==> src/rtl/div_check_pkg.sv <==
// Shared definitions for the divider inverse checker.
// Contents: default operand widths, the checker FSM state type and the
// number of shift-add steps needed to multiply by an 8-bit quotient.
package div_check_pkg;

    localparam int N_W_DEF   = 16;
    localparam int D_W_DEF   = 8;
    localparam int MUL_STEPS = 8;
    localparam int IDX_W     = $clog2(MUL_STEPS);

    typedef enum logic [1:0] {
        IDLE = 2'd0,
        MUL  = 2'd1,
        CMP  = 2'd2,
        DONE = 2'd3
    } state_t;

endpackage

==> src/rtl/recon_shift_add.sv <==
// Sequential shift-add multiplier that rebuilds q*d + r.
// Ports:
//   clk, rst      clock and asynchronous active-high reset
//   load_i        capture q/d, seed the accumulator with r, restart the step index
//   step_i        perform one partial-product step (bit idx of q)
//   q_i, d_i, r_i quotient, divisor and remainder operands
//   acc_o         running accumulator (final value after MUL_STEPS steps)
//   last_step_o   high while the step index points at the final quotient bit
module recon_shift_add
    import div_check_pkg::*;
#(
    parameter int N_W = N_W_DEF,
    parameter int D_W = D_W_DEF
) (
    input  logic           clk,
    input  logic           rst,
    input  logic           load_i,
    input  logic           step_i,
    input  logic [D_W-1:0] q_i,
    input  logic [D_W-1:0] d_i,
    input  logic [D_W-1:0] r_i,
    output logic [N_W-1:0] acc_o,
    output logic           last_step_o
);

    logic [IDX_W-1:0] idx_q;
    logic [D_W-1:0]   q_q;
    logic [D_W-1:0]   d_q;
    logic [N_W-1:0]   acc_q;

    // Step index is control: it decides when the multiply is finished.
    always_ff @(posedge clk or posedge rst) begin
        if (rst) begin
            idx_q <= '0;
        end else if (load_i) begin
            idx_q <= '0;
        end else if (step_i) begin
            idx_q <= idx_q + 1'b1;
        end
    end

    // Operand and accumulator datapath; a discarded sample is simply reloaded.
    always_ff @(posedge clk) begin
        if (load_i) begin
            q_q   <= q_i;
            d_q   <= d_i;
            acc_q <= N_W'(r_i);
        end else if (step_i && q_q[idx_q]) begin
            acc_q <= acc_q + (N_W'(d_q) << idx_q);
        end
    end

    assign acc_o       = acc_q;
    assign last_step_o = (idx_q == IDX_W'(MUL_STEPS - 1));

endmodule

==> config.mk <==
export PLATFORM = sky130hd
export DESIGN_NAME = recon_shift_add
export DESIGN_NICKNAME = d
export VERILOG_FILES = /design/src/rtl/div_check_pkg.sv /design/src/rtl/recon_shift_add.sv
export SDC_FILE = /design/constraint.sdc
export NUM_CORES = 1
export LEC_CHECK = 0
export CORE_MARGIN = 3
export CORE_UTILIZATION = 45
export CTS_BUF_LIST = sky130_fd_sc_hd__clkbuf_4 sky130_fd_sc_hd__clkbuf_8
export CTS_CLUSTER_DIAMETER = 30
export CTS_CLUSTER_SIZE = 24
export DETAILED_ROUTE_END_ITERATION = 10
export PLACE_DENSITY_LB_ADDON = 0.12
export SYNTH_ARGS = -nofsm -noshare
export SYNTH_HDL_FRONTEND = slang
export SYNTH_SLANG_ARGS = --single-unit
==> constraint.sdc <==
create_clock -name clk -period 7.1 [get_ports clk]
set_input_delay 1.42 -clock clk [delete_from_list [all_inputs] [get_ports clk]]
set_output_delay 1.42 -clock clk [all_outputs]
set_load 0.02 [all_outputs]
* Yosys cells after proc, flatten, opt, wreduce, memory -nomap -nowiden
Index checks and enable logic that the tools add are counted.
** Cells by class
- Reductions and logical operators :: 3
- Equality and inequality tests :: 1
- $lt $le $gt $ge :: 1
- $add $sub $neg :: 2
- Shift operators :: 1
- Muxes and demuxes :: 6
** Operators by type and width (number)
- $add A16 B16 Y16 :: 1
- $mux W8 :: 2
- $shl A8 B3 Y16 :: 1
- $mux W3 :: 2
- $lt A3 B4 Y1 const B :: 1
- $reduce_bool A2 Y1 :: 2
- $add A3 B1 Y3 const B :: 1
- $bmux W1 S3 :: 1
- $eq A3 B3 Y1 const B :: 1
- $logic_and A1 B1 Y1 :: 1
- $mux W1 :: 1
** Storage, ports and cells
- Input bits :: 28
- Output and inout port bits :: 17
- Register bits :: 35

* Depth between registers and ports, before layout
Gate-level depths: netlist of run 1.
- Word-level depth :: 5
- Depth in mapped cells :: 12
- Depth with buffers taken out :: 11

* Least setup slack after synthesis of run 1
Ideal clock, no wire load.
- Path type :: reg2reg
- From :: reg idx_q[1]
- To :: reg acc_q[9], in the netlist acc_o[9]
- Stages on the path, launching flop included :: 13
- Buffers on the path :: 2
- Path slack :: 4.180 ns
- Library setup time :: 0.117 ns
- Clock period less this slack :: 2.920 ns
- Arrival time :: 2.802 ns
- Data required time :: 6.983 ns
- Cells stage by stage :: dfrtp_1 -> buf_2 -> buf_1 -> mux2i_1 -> o21ai_0 -> nand2_1 -> o21ai_0 -> ha_1 -> a21o_1 -> a221oi_2 -> a21boi_0 -> or3_1 -> a32o_1
** Between the ends
- Longest elaborated chain between the ends :: 3
** RTL lines
- start: declaration :: RTL line recon_shift_add.sv:26 : logic [IDX_W-1:0] idx_q;
- start signal: assignment :: RTL line recon_shift_add.sv:38 : idx_q <= idx_q + 1'b1;
- parallel branches: the longest is 3 deep, another holds $add A16 B16 Y16
- end signal: assignment :: RTL line recon_shift_add.sv:47 : acc_q <= N_W'(r_i);
- end signal: assignment :: RTL line recon_shift_add.sv:49 : acc_q <= acc_q + (N_W'(d_q) << idx_q);
- end: declaration :: RTL line recon_shift_add.sv:29 : logic [N_W-1:0] acc_q;
Several ways; the timed one is not identified. The select of a mux whose other input is x is not followed.
A chain may end at the register's enable or synchronous reset.

* Worst setup path in the final report of run 1
- From :: reg idx_q[0]
- To :: out last_step_o
** Between the ends
- Longest elaborated chain between the ends :: 1
** RTL lines
- $eq A3 B3 Y1 :: RTL line recon_shift_add.sv:54 : assign last_step_o = (idx_q == IDX_W'(MUL_STEPS - 1));
- end: declaration :: RTL line recon_shift_add.sv:23 : output logic last_step_o
No other way between the ends.

==> results of run 1 <==
==> worst min path at each step <==
| stage | start | cells after the start | slack (ns) | endpoint |
|---|---|---|---|---|
| after detailed placement | acc_o[8]$_SDFFE_PP0P_ | 2 | 0.48 | acc_o[8]$_SDFFE_PP0P_ |
| after global routing | acc_o[8]$_SDFFE_PP0P_ | 2 | 0.54 | acc_o[8]$_SDFFE_PP0P_ |
| after floorplan | acc_o[8]$_SDFFE_PP0P_ | 2 | 0.54 | acc_o[8]$_SDFFE_PP0P_ |
| after global placement | acc_o[8]$_SDFFE_PP0P_ | 2 | 0.49 | acc_o[8]$_SDFFE_PP0P_ |
| after CTS | acc_o[8]$_SDFFE_PP0P_ | 2 | 0.50 | acc_o[8]$_SDFFE_PP0P_ |
| final | acc_o[8]$_SDFFE_PP0P_ | 2 | 0.50 | acc_o[8]$_SDFFE_PP0P_ |
==> metrics by stage <==
stage | total power, W | cell area [sq um] | std cells | setup WS (ns)
after global routing | 0.0007708 | 2963 | 341 | 3.494
final | 0.0007215 | 2963 | 341 | 3.613
after detailed placement | 0.0005698 | 2870 | 333 | 3.743
after global placement | 0.0005681 | 2870 | 333 | 3.759
after CTS | 0.0007267 | 2963 | 341 | 3.593
after floorplan | 0.0004817 | 2394 | 231 | 4.180
==> state kept, by name, indices dropped and copies added, names as in the netlist <==
| signal | flops |
|---|---|
| idx_q | 3 |
| acc_o | 16 |
| d_q | 8 |
| q_q | 8 |
==> Yosys cell counts, types with 2 or more instances <==
| library cell | count |
|---|---|
| o21bai_1 | 3 |
| a21boi_0 | 2 |
| xnor2_1 | 3 |
| a32o_1 | 2 |
| nand3b_1 | 2 |
| mux2_2 | 8 |
| a211oi_1 | 5 |
| mux2i_1 | 10 |
| buf_6 | 2 |
| nor4_1 | 3 |
| nor3b_1 | 4 |
| mux4_2 | 2 |
| o22ai_1 | 5 |
| a21oi_1 | 9 |
| inv_1 | 5 |
| xor2_1 | 5 |
| nor3_1 | 6 |
| dfrtp_1 | 3 |
| ha_1 | 17 |
| edfxtp_1 | 24 |
| nand2b_1 | 4 |
| nor2_1 | 13 |
| and3_1 | 3 |
| and2_1 | 4 |
| or3_1 | 6 |
| nand2_1 | 16 |
| buf_2 | 2 |
| nand3_1 | 3 |
| a21o_1 | 5 |
| o21a_1 | 2 |
| a31oi_1 | 2 |
| clkbuf_1 | 4 |
| a22o_1 | 2 |
| buf_1 | 2 |
| a221o_1 | 2 |
| dfxtp_1 | 8 |
| o21ai_0 | 17 |
| nor2b_1 | 2 |
==> critical path: stages, from the launching register on <==
cell,delay [ns]
dfrtp_1,0.77
ha_1,0.27
ha_1,0.14
clkdlybuf4s50_1,0.60
==> power by group through the flow <==
stage	sequential, W	clock [W]	combinational [W]
2_1_floorplan	0.000285	0	0.000196
3_3_place_gp	0.000275	0	0.000293
3_5_place_dp	0.000275	0	0.000295
4_1_cts	0.000271	0.000159	0.000297
5_1_grt	0.000275	0.000167	0.000329
6_report	0.000270	0.000153	0.000298
==> kinds of logic (layout without fill, tap and decap cells) <==
kind of cell / Yosys count / count (layout)
compound gates: 62 / 62
xor+xnor: 8 / 8
fa+ha+maj: 18 / 18
buf+inv: 15 / 58
flops: 35 / 35
mux: 20 / 20
simple gates: 73 / 73
==> area by class of cell <==
cell class	count	area (sq um)
Sequential cell	35	955.9
Fill cell	465	1979
Timing Repair Buffer	45	447.9
Clock inverter	3	23.77
Clock buffer	5	68.82
Multi-Input combinational cell	181	1364
Inverter	5	18.77
Tap cell	67	83.83
==> per-layer routing <==
| layer | share of wire | vias to the layer above | global-route usage |
|---|---|---|---|
| met5 | 0 | - | 0 |
| met4 | 0.018 | 0 | 0.06014 |
| met3 | 0.047 | 8 | 0.03741 |
| met2 | 0.47 | 52 | 0.2903 |
| met1 | 0.47 | 906 | 0.2268 |
| li1 | - | 969 | - |
==> metrics, run 1 <==
max-cap violations 0; Peak Freq ~290 MHz; Mapped Area approximately 2400 sq um; antenna violations before repair 0; drc violations 0; first-pass GRT wire length 8673 um; number of global-route vias before repair roughly 1,900; CP startpoint idx_q[0]$_DFFE_PP0P_; CP Launch Type register; Layout Utilization 0.5995; Slew @ Worst Pin between 0.6 and 0.7 ns; worst-path maximum fanout 18; FF-to-FF path depth 9; reg2reg setup slack ~3.8 ns; hold slack 0.5017 ns; Row Count 25; maximum vdd drop about 0.13 mV; Synth Area per Inst between 10 and 15 sq um; # hold bufs at CTS 0; Syn Nets approximately 280; Post-synth EDFFs 24; RSZ-0062 raised after global routing false; Iter 0 DRT Violations 95; Crit Reg-Reg Startpoint idx_q[1]$_DFFE_PP0P_; Seq pwr share 0.375; sequential share of the synthesized area 0.3994; RR Endpoint acc_o[15]$_SDFFE_PP0P_; Synth Area in Compound Gates 0.1793; total CTS buffers 5; commonest non-fill, non-tap cell in the layout clkdlybuf4s50_1; commonest register cell after synthesis edfxtp_1; GR Overflow Total 0; post-synthesis mux area share 0.09827; Die X a little under 80 um; die height 78.93 um; Fin. Hold Viols 0; Setup Crit Path Kind register to output pin; core box area about 4900 sq um; Worst Path Required 5.68 ns; commonest cells after routing, fill and taps aside 44 x clkdlybuf4s50_1, 24 x edfxtp_1, 17 x o21ai_0, 17 x ha_1, 16 x nand2_1; Post-Synthesis Cells around 230; DR vias approximately 1,900; Max Slew Vio Count 0; internal power about 0.00046 W; Final Skew approximately 0.0044 ns; WP data arrival 2.07 ns; Initial Utilization 0.4843; Post-CTS Setup Bufs 0; DR WL/cell around 15 um; pin count of the biggest net entering global routing 46; TritonCTS clock tree yes; Synth top area share 0.3011; number of antenna diodes 0; XOR/XNOR Fraction of Synth Area 0.02927; CTS sink cnt 35; simple-gate share of the synthesized area 0.1657; minimum clock period between 3 and 4 ns; largest family of logic cells by synthesized area compound AO/OA/AOI/OAI gates; Logic pwr share 0.413; Worst Setup End Kind output pin; top area cells in the synthesized netlist edfxtp_1 30%, ha_1 8.9%, dfxtp_1 6.7%; post-CTS sizing 0; outcome complete, no violations; final WL 5082 um; Adder-Cell Fraction of Synth Area 0.09723; Leakage roughly 1.2 nW; Syn-to-layout area delta 23.78%; antenna-violating nets left 0; root buf cell clkbuf_8; Sw Share 0.3622; IO Port Bufs 44; vias per std cell 5.674; Worst-path clk slew ~0.08 ns; Skew-Pair Late Insertion Delay ~0.29 ns; area leader, netlist edfxtp_1; Clock Power Share 0.212; nets 319; final setup violation count 0; fin crit share 0.4911; YS warnings 0; Top-Level Pins 45; flop and latch count out of synthesis 35; aggregate global-route resource usage 0.1751; PwrDens between 200 and 250 nW/um^2; Unique masters post-synth 52; post-DP HPWL between 3000 and 4000 um; CTS Buffer Depth 2; Psw around 0.00026 W; CTS H-tree lvls 2; layout cell share with drive strength beyond 1 0.08394; die area approximately 6200 sq um; DR pass1 iterations 4; Post-synth ARST share 0.08571; Hold WC Path Type register to register; crit path to last_step_o; slew margin rel. 0.5666; RePlAce Congestion approximately 1; Setup TNS 0 ns
Note: power is estimated with default switching activity, not from simulation.
==> run 2: changes to the inputs <==
Clock period 7.1 ns to 3.4 ns, I/O delays scaled along.
==> run 2 against run 1 <==
Compared with the run above: setup slack lost 3.3 ns; highest routed layer unchanged; core utilization grew 1.2 points; first-iteration DRC count shrank 8.4%; largest power group unchanged; count of clock-buffer cells in the layout is the same; wire length grew 4.5%; sequential cell count is the same; power grew 120%; sequential power grew 110%.
==> metrics, run 2 (synthesis gave the netlist of run 1 again) <==
post-CTS sizing 0 (unchanged); Syn-to-layout area delta 26.35%; antenna-violating nets left 0 (unchanged); layout cell share with drive strength beyond 1 0.1004 (+0.01642); max-cap violations 0 (unchanged); Crit path buffers/inverters 1 (unchanged); first-pass GRT wire length 8901 um (+2.6%); total CTS buffers 5 (unchanged); pin count of the biggest net entering global routing 34 (-26%); antenna violations before repair 0 (unchanged); Final Skew 0.005100 ns (+0.0006846 ns); # hold bufs at CTS 0 (unchanged); CTS sink cnt 35 (unchanged); final setup violation count 0 (unchanged); WP data arrival 3.31 ns (+1.24 ns); Row Count 25 (unchanged); final WL 5310 um (+4.5%); Setup WS pre-CTS 0.3174 ns (-3.426 ns); vias per std cell 5.679 (about the same); DR vias 1,965 (+1.6%); Skew-Pair Late Insertion Delay 0.29 ns (about the same); RePlAce Congestion 0.9382 (-3.6%); hold slack 0.4998 ns (-0.001974 ns); root buf cell clkbuf_8; Max Slew Vio Count 0 (unchanged); minimum clock period ~3.1 ns; CP Launch Type register; CTS Buffer Depth 2 (unchanged); worst-path maximum fanout 8 (-10); number of antenna diodes 0 (unchanged); Worst Path Required 3.59 ns (-2.09 ns); Setup Crit Path Kind register to register; Worst-path clk slew 0.08 ns (about the same); Hold WC Path Type register to register; core box area 4942 sq um (unchanged); Setup TNS 0 ns (unchanged); DR pass1 iterations 4 (unchanged); nets 324 (+1.6%); final instance area 3024 sq um (+2.1%); max reg flops 16 (unchanged); cells along the critical path buf_4 > mux2i_1 > o21ai_0 > and2_1 > ha_1 > a211oi_1 > o21a_1 > nor3b_1 > or3_1 > a32o_1; commonest cells after routing, fill and taps aside 44 x clkdlybuf4s50_1, 24 x edfxtp_1, 17 x o21ai_0, 17 x ha_1, 16 x nand2_1; RSZ-0062 raised after global routing false; PwrDens 525.8 nW/um^2 (+120%); Die X 78.93 um (unchanged); cell family with most CP delay compound AO/OA/AOI/OAI gates; slowest CP cell dfrtp_1; Peak Freq approximately 320 MHz; fin crit share 0.9172; Leakage 1.201 nW (+3.8%); TritonCTS clock tree yes; Top-Level Pins 45 (unchanged); CTS H-tree lvls 2 (unchanged); Fin. Hold Viols 0 (unchanged); Post-CTS Setup Bufs 0 (unchanged); Slew @ Worst Pin 0.5154 ns (-0.1348 ns); post-DP HPWL 4119 um (+5.8%); slew margin rel. 0.6543 (+0.08778); Layout Utilization 0.6119 (+0.01241); Iter 0 DRT Violations 87 (-8.4%); DR WL/cell 15.35 um (+3.0%); placed cell areas 2908 sq um (+1.3%); IO Port Bufs 44 (unchanged); Worst Setup End Kind register; GR Overflow Total 0 (unchanged); aggregate global-route resource usage 0.1829 (+0.007860); setup slack after layout 0.2815 ns (-3.332 ns); number of global-route vias before repair 1,968 (+4.5%); commonest non-fill, non-tap cell in the layout clkdlybuf4s50_1; Initial Utilization 0.4843 (unchanged); die area 6230 sq um (unchanged); maximum vdd drop 0.2854 mV (+120%); outcome complete, no violations; die height 78.93 um (unchanged); CP peak stage delay 0.50 ns (-0.27 ns); drc violations 0 (unchanged)
-- run 2: cell count changes in the layout (fill, tap and decap cells not counted) --
| cell | previous run | this run |
|---|---|---|
| buf_4 | 1 | 6 |
| clkinvlp_4 | 2 | 0 |
| bufinv_16 | 0 | 1 |
| clkinv_4 | 0 | 1 |
-- run 2: power breakdown --
group | internal [W] | switching [W]
sequential | 0.000520 | 0.0000390
clock | 0.000222 | 0.000170
combinational | 0.000299 | 0.000339
total | 0.00104 | 0.000549
-- run 2: area by class of cell --
type,count,area [sq um]
Clock buffer,5,68.82
Multi-Input combinational cell,181,1364
Inverter,5,18.77
Timing Repair Buffer,50,485.5
Sequential cell,35,955.9
Fill cell,464,1918
Clock inverter,3,47.55
Tap cell,67,83.83
-- run 2: path summary, 6_finish.rpt --
kind / startpoint / to / slack, ns / cells after the start
setup reg to reg: idx_q[1]$_DFFE_PP0P_ / acc_o[14]$_SDFFE_PP0P_ / 0.28 / 10
setup / recovery: idx_q[1]$_DFFE_PP0P_ / acc_o[14]$_SDFFE_PP0P_ / 0.28 / 10
hold / removal: acc_o[8]$_SDFFE_PP0P_ / acc_o[8]$_SDFFE_PP0P_ / 0.50 / 2
max in group asynchronous: rst / idx_q[2]$_DFFE_PP0P_ / 2.70 / 2
min in group asynchronous: rst / idx_q[1]$_DFFE_PP0P_ / 0.57 / 2
hold reg to reg: acc_o[8]$_SDFFE_PP0P_ / acc_o[8]$_SDFFE_PP0P_ / 0.50 / 2
-- run 2: worst min-delay path: stages (launching register included) --
cell	delay, ns
dfxtp_1	0.35
nand2_1	0.06
a21oi_1	0.05
-- run 2: routing by layer --
metal	global-route usage	vias up	wire, um
li1	-	985	-
met1	0.2395	921	2495
met2	0.2937	50	2475
met3	0.03968	9	247
met4	0.07560	0	91
met5	0	-	0
-- run 2: stage by stage --
step / instances / power [W]
floorplan: 231 / 0.001006
global placement: 338 / 0.001198
detailed placement: 338 / 0.001200
CTS: 346 / 0.001598
global route: 346 / 0.001699
finish: 346 / 0.001590
